$ cat src/rtl/uart_rx_deser_pkg.sv
// Shared definitions for the UART receive deserialiser: RX FSM encodings,
// default oversample ratio and bridge State/Cntrl register bit positions.
package uart_rx_deser_pkg;

    typedef enum logic [2:0] {
        RX_IDLE   = 3'd0,
        RX_START  = 3'd1,
        RX_DATA   = 3'd2,
        RX_PARITY = 3'd3,
        RX_STOP   = 3'd4,
        RX_BREAK  = 3'd5
    } rx_state_t;

    localparam int RX_OVERSAMPLE_DEF = 16;

    // Bridge State register bit positions of the sticky receive flags
    localparam int ST_FRAME_ERR_BIT  = 0;
    localparam int ST_OVERRUN_BIT    = 1;
    localparam int ST_PARITY_ERR_BIT = 2;

    localparam int CNTRL_RXEN_BIT = 1;

endpackage

$ cat src/rtl/uart_baud_tick.sv
// Oversample tick generator: one-cycle pulse every i_div+1 cycles while enabled.
// Shared between the RX deserialiser and the TX serialiser.
module uart_baud_tick #(
    parameter int DIV_W = 20
) (
    input  logic             i_clk,
    input  logic             i_rst,
    input  logic             i_en,
    input  logic [DIV_W-1:0] i_div,
    output logic             o_tick
);

    logic [DIV_W-1:0] r_cnt;
    logic             w_hit;

    assign w_hit  = (r_cnt == i_div);
    assign o_tick = i_en & w_hit;

    always_ff @(posedge i_clk or posedge i_rst) begin
        if (i_rst) begin
            r_cnt <= '0;
        end else if (!i_en || w_hit) begin
            r_cnt <= '0;
        end else begin
            r_cnt <= r_cnt + 1'b1;
        end
    end

endmodule

$ cat src/rtl/uart_rx_deser.sv
// UART receive deserialiser (UCLK domain): oversamples RxD, assembles LSB-first
// frames and pushes good bytes to the RX FIFO. Parity support: UART_RX_PARITY_EN.
module uart_rx_deser
    import uart_rx_deser_pkg::*;
#(
    parameter int DATA_BITS      = 8,
    parameter int OVERSAMPLE     = RX_OVERSAMPLE_DEF,
    parameter int BAUD_DIV_WIDTH = 20
) (
    input  logic                      UCLK,
    input  logic                      reset,
    input  logic                      RxEn,
    input  logic [BAUD_DIV_WIDTH-1:0] BaudDiv,
    input  logic                      RxD,
    input  logic                      RxFull,
    input  logic                      ErrClr,
    input  logic                      ParOdd,
    output logic [DATA_BITS-1:0]      RxWData,
    output logic                      RxWen,
    output logic                      FrameErr,
    output logic                      Overrun,
    output logic                      ParityErr,
    output logic                      Busy
);

    localparam int SC_W = $clog2(OVERSAMPLE);
    localparam int BI_W = (DATA_BITS > 1) ? $clog2(DATA_BITS) : 1;
    localparam logic [SC_W-1:0] SC_MID  = SC_W'(OVERSAMPLE / 2 - 1);
    localparam logic [SC_W-1:0] SC_LAST = SC_W'(OVERSAMPLE - 1);
    localparam logic [BI_W-1:0] BI_LAST = BI_W'(DATA_BITS - 1);

    rx_state_t            r_state;
    rx_state_t            w_state_nxt;
    logic [1:0]           r_sync;
    logic                 r_rxd_d;
    logic                 w_rxd_s;
    logic                 w_fall;
    logic                 w_tick_en;
    logic                 w_tick;
    logic [SC_W-1:0]      r_sc;
    logic [BI_W-1:0]      r_bit;
    logic [DATA_BITS-1:0] r_shift;
    logic [DATA_BITS-1:0] r_wdata;
    logic                 r_wen;
    logic                 r_frame_err;
    logic                 r_overrun;
    logic                 w_shift_en;
    logic                 w_push;
    logic                 w_set_fe;
    logic                 w_set_ov;
    logic                 w_par_bad;
`ifdef UART_RX_PARITY_EN
    logic                 w_set_pe;
    logic                 r_par_bad;
    logic                 r_parity_err;
`else
    logic                 w_unused_parodd;
`endif

    // Two-flop synchroniser; idle-high reset value avoids a false start edge
    always_ff @(posedge UCLK or posedge reset) begin
        if (reset) begin
            r_sync  <= 2'b11;
            r_rxd_d <= 1'b1;
        end else begin
            r_sync  <= {r_sync[0], RxD};
            r_rxd_d <= w_rxd_s;
        end
    end

    assign w_rxd_s   = r_sync[1];
    assign w_fall    = r_rxd_d & ~w_rxd_s;
    assign w_tick_en = RxEn && (r_state != RX_IDLE);

    uart_baud_tick #(
        .DIV_W (BAUD_DIV_WIDTH)
    ) u_baud_tick (
        .i_clk  (UCLK),
        .i_rst  (reset),
        .i_en   (w_tick_en),
        .i_div  (BaudDiv),
        .o_tick (w_tick)
    );

    always_ff @(posedge UCLK or posedge reset) begin
        if (reset) begin
            r_state <= RX_IDLE;
        end else begin
            r_state <= w_state_nxt;
        end
    end

    always_comb begin
        w_state_nxt = r_state;
        w_shift_en  = 1'b0;
        w_push      = 1'b0;
        w_set_fe    = 1'b0;
        w_set_ov    = 1'b0;
`ifdef UART_RX_PARITY_EN
        w_set_pe    = 1'b0;
`endif
        if (!RxEn) begin
            w_state_nxt = RX_IDLE;
        end else begin
            case (r_state)
                RX_IDLE: begin
                    if (w_fall) w_state_nxt = RX_START;
                end
                RX_START: begin
                    if (w_tick && r_sc == SC_MID)
                        w_state_nxt = w_rxd_s ? RX_IDLE : RX_DATA;
                end
                RX_DATA: begin
                    if (w_tick && r_sc == SC_LAST) begin
                        w_shift_en = 1'b1;
                        if (r_bit == BI_LAST) begin
`ifdef UART_RX_PARITY_EN
                            w_state_nxt = RX_PARITY;
`else
                            w_state_nxt = RX_STOP;
`endif
                        end
                    end
                end
`ifdef UART_RX_PARITY_EN
                RX_PARITY: begin
                    if (w_tick && r_sc == SC_LAST) begin
                        w_set_pe    = (w_rxd_s != ((^r_shift) ^ ParOdd));
                        w_state_nxt = RX_STOP;
                    end
                end
`endif
                RX_STOP: begin
                    // Leaving at mid stop bit lets the next start edge follow directly
                    if (w_tick && r_sc == SC_LAST) begin
                        if (!w_rxd_s) begin
                            w_set_fe    = 1'b1;
                            w_state_nxt = RX_BREAK;
                        end else begin
                            w_state_nxt = RX_IDLE;
                            if (w_par_bad) begin
                                w_push = 1'b0;
                            end else if (RxFull) begin
                                w_set_ov = 1'b1;
                            end else begin
                                w_push = 1'b1;
                            end
                        end
                    end
                end
                RX_BREAK: begin
                    if (w_rxd_s) w_state_nxt = RX_IDLE;
                end
                default: w_state_nxt = RX_IDLE;
            endcase
        end
    end

    // Sample counter restarts on every state change so each phase is timed from its entry
    always_ff @(posedge UCLK or posedge reset) begin
        if (reset) begin
            r_sc  <= '0;
            r_bit <= '0;
        end else begin
            if (r_state == RX_IDLE || w_state_nxt != r_state) begin
                r_sc <= '0;
            end else if (w_tick) begin
                r_sc <= (r_sc == SC_LAST) ? '0 : r_sc + 1'b1;
            end
            if (r_state != RX_DATA) begin
                r_bit <= '0;
            end else if (w_shift_en) begin
                r_bit <= r_bit + 1'b1;
            end
        end
    end

    always_ff @(posedge UCLK) begin
        if (w_shift_en) begin
            r_shift <= {w_rxd_s, r_shift[DATA_BITS-1:1]};
        end
    end

    always_ff @(posedge UCLK or posedge reset) begin
        if (reset) begin
            r_wdata     <= '0;
            r_wen       <= 1'b0;
            r_frame_err <= 1'b0;
            r_overrun   <= 1'b0;
        end else begin
            r_wen <= w_push;
            if (w_push) r_wdata <= r_shift;
            if (w_set_fe)    r_frame_err <= 1'b1;
            else if (ErrClr) r_frame_err <= 1'b0;
            if (w_set_ov)    r_overrun <= 1'b1;
            else if (ErrClr) r_overrun <= 1'b0;
        end
    end

`ifdef UART_RX_PARITY_EN
    always_ff @(posedge UCLK or posedge reset) begin
        if (reset) begin
            r_par_bad    <= 1'b0;
            r_parity_err <= 1'b0;
        end else begin
            if (r_state == RX_IDLE) r_par_bad <= 1'b0;
            else if (w_set_pe)      r_par_bad <= 1'b1;
            if (w_set_pe)    r_parity_err <= 1'b1;
            else if (ErrClr) r_parity_err <= 1'b0;
        end
    end

    assign w_par_bad = r_par_bad;
    assign ParityErr = r_parity_err;
`else
    assign w_par_bad       = 1'b0;
    assign ParityErr       = 1'b0;
    assign w_unused_parodd = ParOdd;
`endif

    assign RxWData  = r_wdata;
    assign RxWen    = r_wen;
    assign FrameErr = r_frame_err;
    assign Overrun  = r_overrun;
    assign Busy     = (r_state != RX_IDLE);

endmodule

$ cat config.mk
export PLATFORM = sky130hd
export DESIGN_NAME = uart_rx_deser
export DESIGN_NICKNAME = d
export VERILOG_FILES = /design/src/rtl/uart_rx_deser_pkg.sv /design/src/rtl/uart_baud_tick.sv /design/src/rtl/uart_rx_deser.sv
export SDC_FILE = /design/constraint.sdc
export NUM_CORES = 1
export LEC_CHECK = 0
export CAP_MARGIN = 20
export CORE_UTILIZATION = 58
export DETAILED_ROUTE_END_ITERATION = 16
export MAX_ROUTING_LAYER = met4
export PLACE_DENSITY = 0.84
export SLEW_MARGIN = 5
export SYNTH_ARGS = -nofsm -noshare
export SYNTH_HDL_FRONTEND = slang
export SYNTH_HIERARCHICAL = 1
export SYNTH_SLANG_ARGS = --single-unit
$ cat constraint.sdc
create_clock -name UCLK -period 3.7 [get_ports UCLK]
set_input_delay 0.37 -clock UCLK [delete_from_list [all_inputs] [get_ports UCLK]]
set_output_delay 0.37 -clock UCLK [all_outputs]
set_load 0.01 [all_outputs]
=== Word-level counts from Yosys, hierarchy flattened ===
Cells that the tools add are included.

* Reductions and logical operators: 12
* Bitwise gates (word level): 3
* $add $sub $neg: 3
* Mux-type cells: 36
* Eq/ne operators: 10

{| class="wikitable"
|+ Operator list
! operator !! number
|-
| $mux 3 || 10
|-
| $add 20x1->20 const B || 1
|-
| $eq 20x20->1 || 1
|-
| $mux 1 || 20
|-
| $mux 20 || 1
|-
| $pmux 3 s5 || 1
|-
| $mux 4 || 3
|-
| $eq 3x3->1 const B || 3
|-
| $reduce_bool 2->1 || 4
|-
| $add 4x1->4 const B || 1
|-
| $eq 4x3->1 const B || 1
|-
| $eq 4x4->1 const B || 1
|-
| $add 3x1->3 const B || 1
|-
| $eq 3x1->1 const B || 1
|-
| $eq 3x2->1 const B || 1
|-
| $logic_and 1x1->1 || 3
|-
| $logic_not 3->1 || 1
|-
| $ne 3x2->1 const B || 1
|-
| $ne 3x3->1 || 1
|-
| $reduce_bool 3->1 || 1
|-
| $and 1x1->1 || 2
|-
| $logic_or 1x1->1 || 2
|-
| $mux 2 || 1
|-
| $logic_not 1->1 || 1
|-
| $not 1->1 || 1
|}

* Word-level logic and storage cells: 75
* Output and inout port bits: 13
* Flip-flop bits (word level): 52

=== Longest topological paths before layout ===
* Depth in word-level cells: 10
* Gate-level depth with buffers: 11

=== Cells and area by module ===
Netlist, hierarchy kept.

{| class="wikitable"
|+ Modules (own cells, without submodules)
! module !! instances !! cells an instance !! area an instance (µm²) !! sequential area each (µm²)
|-
| uart_rx_deser || 1 || 131 || 1506.4 || 844.6
|-
| uart_baud_tick || 1 || 126 || 1224.9 || 500.5
|}

=== Worst setup path before layout ===
Ideal clock, no wire load.

* Path kind: register to register
* From: register r_state[0]
* To: register r_shift[0] (enable)
* Stages on the path, launching flop included: 11
* Clock period less this slack: 2.593 ns
* Data arrival time: 2.222 ns
* Setup time: 0.370 ns
* Required time: 3.330 ns
* Slack: 1.107 ns
* Cells stage by stage: dfrtp_1 clkbuf_1 or3_1 and2_1 inv_1 nor3_1 buf_2 and4_1 buf_2 nand2_1 nor2_1

* Cells in the longest elaborated chain, start to end: 7

{| class="wikitable"
|+ Ends and longest elaborated chain
! what !! RTL line !! RTL
|-
| start: declaration || uart_rx_deser.sv:32 || <nowiki>rx_state_t r_state;</nowiki>
|-
| start signal: assignment || uart_rx_deser.sv:89 || <nowiki>r_state <= w_state_nxt;</nowiki>
|-
| $reduce_bool 3->1 || - ||
|-
| net Busy || uart_rx_deser.sv:23 || <nowiki>output logic Busy</nowiki>
|-
| $logic_and 1x1->1 || uart_rx_deser.sv:73 || <nowiki>assign w_tick_en = RxEn && (r_state != RX_IDLE);</nowiki>
|-
| net w_tick_en || uart_rx_deser.sv:38 || <nowiki>logic w_tick_en;</nowiki>
|-
| $and 1x1->1 || uart_baud_tick.sv:17 || <nowiki>assign o_tick = i_en & w_hit;</nowiki>
|-
| net w_tick || uart_rx_deser.sv:39 || <nowiki>logic w_tick;</nowiki>
|-
| $logic_and 1x1->1 || uart_rx_deser.sv:114 || <nowiki>if (w_tick && r_sc == SC_LAST) begin</nowiki>
|-
| $mux 1 || uart_rx_deser.sv:114 ||
|-
| $mux 1 || uart_rx_deser.sv:105 || <nowiki>case (r_state)</nowiki>
|-
| $mux 1 || uart_rx_deser.sv:102 || <nowiki>if (!RxEn) begin</nowiki>
|-
| net w_shift_en || uart_rx_deser.sv:47 || <nowiki>logic w_shift_en;</nowiki>
|-
| end signal: assignment || uart_rx_deser.sv:180 || <nowiki>r_shift <= {w_rxd_s, r_shift[DATA_BITS-1:1]};</nowiki>
|-
| end: declaration || uart_rx_deser.sv:42 || <nowiki>logic [DATA_BITS-1:0] r_shift;</nowiki>
|}

The timed path passes the listed nets, and every way through them passes these cells.
A chain may end at the register's enable or synchronous reset.

=== Worst setup path after layout ===
* From: register u_baud_tick.r_cnt[5]
* To: register r_wdata[1], in the netlist RxWData[1]

* Cells in the longest elaborated chain, start to end: 6

{| class="wikitable"
|+ Ends and longest elaborated chain
! what !! RTL line !! RTL
|-
| start: declaration || uart_baud_tick.sv:13 || <nowiki>logic [DIV_W-1:0] r_cnt;</nowiki>
|-
| start signal: assignment || uart_baud_tick.sv:25 || <nowiki>r_cnt <= r_cnt + 1'b1;</nowiki>
|-
| $eq 20x20->1 || uart_baud_tick.sv:16 || <nowiki>assign w_hit = (r_cnt == i_div);</nowiki>
|-
| $and 1x1->1 || uart_baud_tick.sv:17 ||
|-
| net w_tick || uart_rx_deser.sv:39 ||
|-
| $logic_and 1x1->1 || uart_rx_deser.sv:135 || <nowiki>if (w_tick && r_sc == SC_LAST) begin</nowiki>
|-
| $mux 1 || uart_rx_deser.sv:135 ||
|-
| $mux 1 || uart_rx_deser.sv:105 ||
|-
| $mux 1 || uart_rx_deser.sv:102 ||
|-
| net w_push || uart_rx_deser.sv:48 || <nowiki>logic w_push;</nowiki>
|-
| end signal: assignment || uart_rx_deser.sv:192 || <nowiki>if (w_push) r_wdata <= r_shift;</nowiki>
|-
| end: declaration || uart_rx_deser.sv:43 || <nowiki>logic [DATA_BITS-1:0] r_wdata;</nowiki>
|}

The timed path passes the listed nets, and every way through them passes these cells.

==> flow_summary.yaml <==
clock_network:
  post_cts_resized: 0
  ctsHoldBuffers: 0
  clk_pin_slew_worst_paths_ns: 0.10
  root_buffer: "clkbuf_8"
  cts_tree: "yes"
  worstSkewPairLatency_ns: 0.31
  htreeDepth: 2
  cts_buffer_depth: 2
  numCtsBuffers: 5
  cts_sinks: 52
  cts_setup_buffers: 0
power_and_ir_drop:
  totalPowerFinal_mw: 0.9990
  clkPwrFrac_pct: 33.9
  vdd_drop_max_mv: 0.2021
  p_leak_nw: 1.344
  p_int_mw: 0.7597
  swShare_pct: 23.95
  p_seq_share_pct: 58.9
  p_sw_mw: 0.2393
  combPwrFrac_pct: 7.2
  power_density_nw_per_um2: 310.8
floorplan:
  die_h_um: 70.63
  io_pins: 40
  core_sq_um: 4444
  fp.dieW_um: 70.63
  placementRows: 24
  initial_core_util_pct: 61.46
  dieArea_sq_um: 4988
logic_synthesis:
  avgSynthCellArea_sq_um: 10.63
  synthFlopType: "dfrtp_1"
  syn_area_sq_um: 2731
  ys_types: 53
  synth_edf_count: 8
  synth_top_area_share_pct: 37.56
  synth-async-reset-ratio_pct: 84.62
  synth_cells: 257
  yosysWarnings: 6
  synth_fp_nets: 288
  yosys.area.top_type: "dfrtp_1"
  ys_ff_latch: 52
  synth.cells.most_frequent: "41 x dfrtp_1, 34 x xor2_1, 28 x nor2_1"
  synth.area.top_cells: "dfrtp_1 38%, xor2_1 11%, edfxtp_1 8.8%, nor2_1 3.8%, dfstp_2 2.9%"
  ys_seq_area_share_pct: 49.24
  yosysMostFrequentCell: "dfrtp_1"
cells_and_area:
  final_area_sq_um: 3214
  synthToLayoutAreaGrowth_pct: 17.68
  nNetsFinal: 323
  drive_gt1_share_pct: 11.26
  diodes: 0
global_routing:
  antenna_found_initial: 0
  grt_pass1_wl_mm: 8.769
  gr-total-overflow: 0
  grt_max_degree: 25
  grt_pass1_vias: 1940
  track_usage_pct: 23.32
worst_setup_path:
  path_cells: "xor2_1 > nor4_1 > nand3_1 > nor3_1 > buf_4 > and4_1 > nand4_1 > nor2_4 > mux2_2"
  slowest_stage: "dfrtp_1"
  r2r_cells: 9
  r2r_end: "RxWData[1]"
  critPathLaunchType: "register"
  crit_path_max_fanout: 9
  crit_type: "register to register"
  r2r_setup_slack_ns: 0.94
  cp_top_family: "simple AND/OR/NAND/NOR gates"
  crit_required_ns: 3.91
  r2r_start: "u_baud_tick/r_cnt[5]"
  max_stage_delay_ns: 0.47
  critPathArrivalTime_ns: 2.96
  cp.buffers_inverters: 1
  cp-end-kind: "register"
timing:
  setup_viol: 0
  fin_worst_skew_ns: 0.005571
  max_slew_margin_pct: 39.55
  tightest_slew_ns: 0.9058
  fmax_mhz: 362.6
  layout_min_cycle_time_ns: 2.758
  hold_ws_ns: 0.3596
  hold_viol: 0
  fin_crit_sh_pct: 74.53
  timing.final.ws_setup_ns: 0.9423
  rsz0062_at_grt: "no"
  maxSlewViolCount: 0
  setup_tns_ns: 0
hold_path:
  worstHoldPathType: "register to register"
  min_to: "r_sync[1]"
  hold_path_depth: 0
  min_from: "r_sync[0]"
routing:
  vias: 1961
  drt_iter0_drc: 132
  first_pass_iters: 10
  drcViolationCount: 4
  route.antenna.remaining_nets: 0
  avgRoutedWirePerCell_um: 14.86
  avgViaCountPerCell: 5.684
  wirelength_mm: 5.126
run:
  drv_cap: 0
status:
  failed_checks: "DRC"
  outcome: "finished, violations left"
placed_design:
  dp_hpwl_mm: 3.741
  gp_congestion: 0.8008
  portBuffers: 37
  place_ws_ns: 0.6510
  dpl_cell_area_sq_um: 3118
## worst register-to-register path: cells and delay by family (launching register included)
| kind | cells | cell delay, ns |
|---|---|---|
| simple gates | 6 | 1.44 |
| buf+inv | 1 | 0.18 |
| mux | 1 | 0.37 |
| flops | 1 | 0.47 |
| xor+xnor | 1 | 0.19 |
## how the worst max path moves through the flow
stage	cells past startpoint	end	slack, ns	startpoint
floorplan	10	r_shift[0]	1.11	r_state[0]
global placement	10	RxWData[5]	0.68	BaudDiv[17]
detailed placement	10	RxWData[1]	0.65	BaudDiv[5]
CTS	9	RxWData[1]	0.95	u_baud_tick/r_cnt[5]
global route	9	RxWData[6]	0.76	u_baud_tick/r_cnt[9]
finish	9	RxWData[1]	0.94	u_baud_tick/r_cnt[5]
## cell families after synthesis
group / after synthesis / share of synthesized area, %
AO/OA/AOI/OAI: 24 / 6.414
buffers and inverters: 23 / 4.260
AND/OR/NAND/NOR: 104 / 21.62
adder cells (fa/ha/maj): 4 / 1.832
multiplexers: 9 / 3.664
XOR/XNOR: 40 / 12.83
flip-flops: 52 / 49.24
other: 1 / 0.1373
## through the flow
step / utilization (%) / cells
after floorplan: - / 257
after global placement: 70.16 / 337
after detailed placement: 70.16 / 337
after CTS: 72.33 / 345
after global routing: 72.33 / 345
final: 72.33 / 345
## sequential cells by signal, indices dropped and copies added (netlist names)
name / flops
u_baud_tick/r_cnt: 20
RxWData: 8
r_shift: 8
r_sc: 4
r_bit: 3
r_state: 3
r_sync: 2
FrameErr: 1
Overrun: 1
RxWen: 1
r_rxd_d: 1
## power groups by stage
| stage | Sequential [mW] | Clock, mW | Combinational (mW) |
|---|---|---|---|
| global placement | 0.600 | 0 | 0.0723 |
| detailed placement | 0.600 | 0 | 0.0731 |
| global route | 0.589 | 0.369 | 0.0796 |
| CTS | 0.588 | 0.347 | 0.0733 |
| finish | 0.588 | 0.338 | 0.0723 |
| floorplan | 0.596 | 0 | 0.0389 |
## cells in the final DEF (no fill, tap or decap), types with 4 or more instances in the layout
cell             synthesis  final
nor4_1                   9      9
nand3_1                 10     10
clkdlybuf4s50_1          0     37
mux2_2                   6      6
buf_4                    2      4
clkbuf_8                 0      5
edfxtp_1                 8      8
nand2_1                 16     16
dfrtp_1                 41     41
ha_1                     4      4
nand2b_1                 4      4
xnor2_1                  6      6
nand4_1                  9      9
a21oi_1                  8      8
inv_1                   10     10
nor2_1                  28     28
xor2_1                  34     34
## cell type report
type                    count  area [sq um]
clock buffers               5         68.82
clock inverters             3         27.53
fillers                   347          1230
inverters                  10         37.54
multi-input cells         182          1270
flip-flops and latches     52          1345
well taps                  52         65.06
repair buffers             41         400.4
## per-layer routing
layer  GRT usage, %  up-vias  part of all wire (%)
met5              -        -                     0
met4          8.889        0                   2.0
met3          4.843       14                   4.6
met2          38.08       55                    49
met1          28.77      928                    45
li1               -      964                     -
Note: power is estimated with default switching activity, not from simulation.
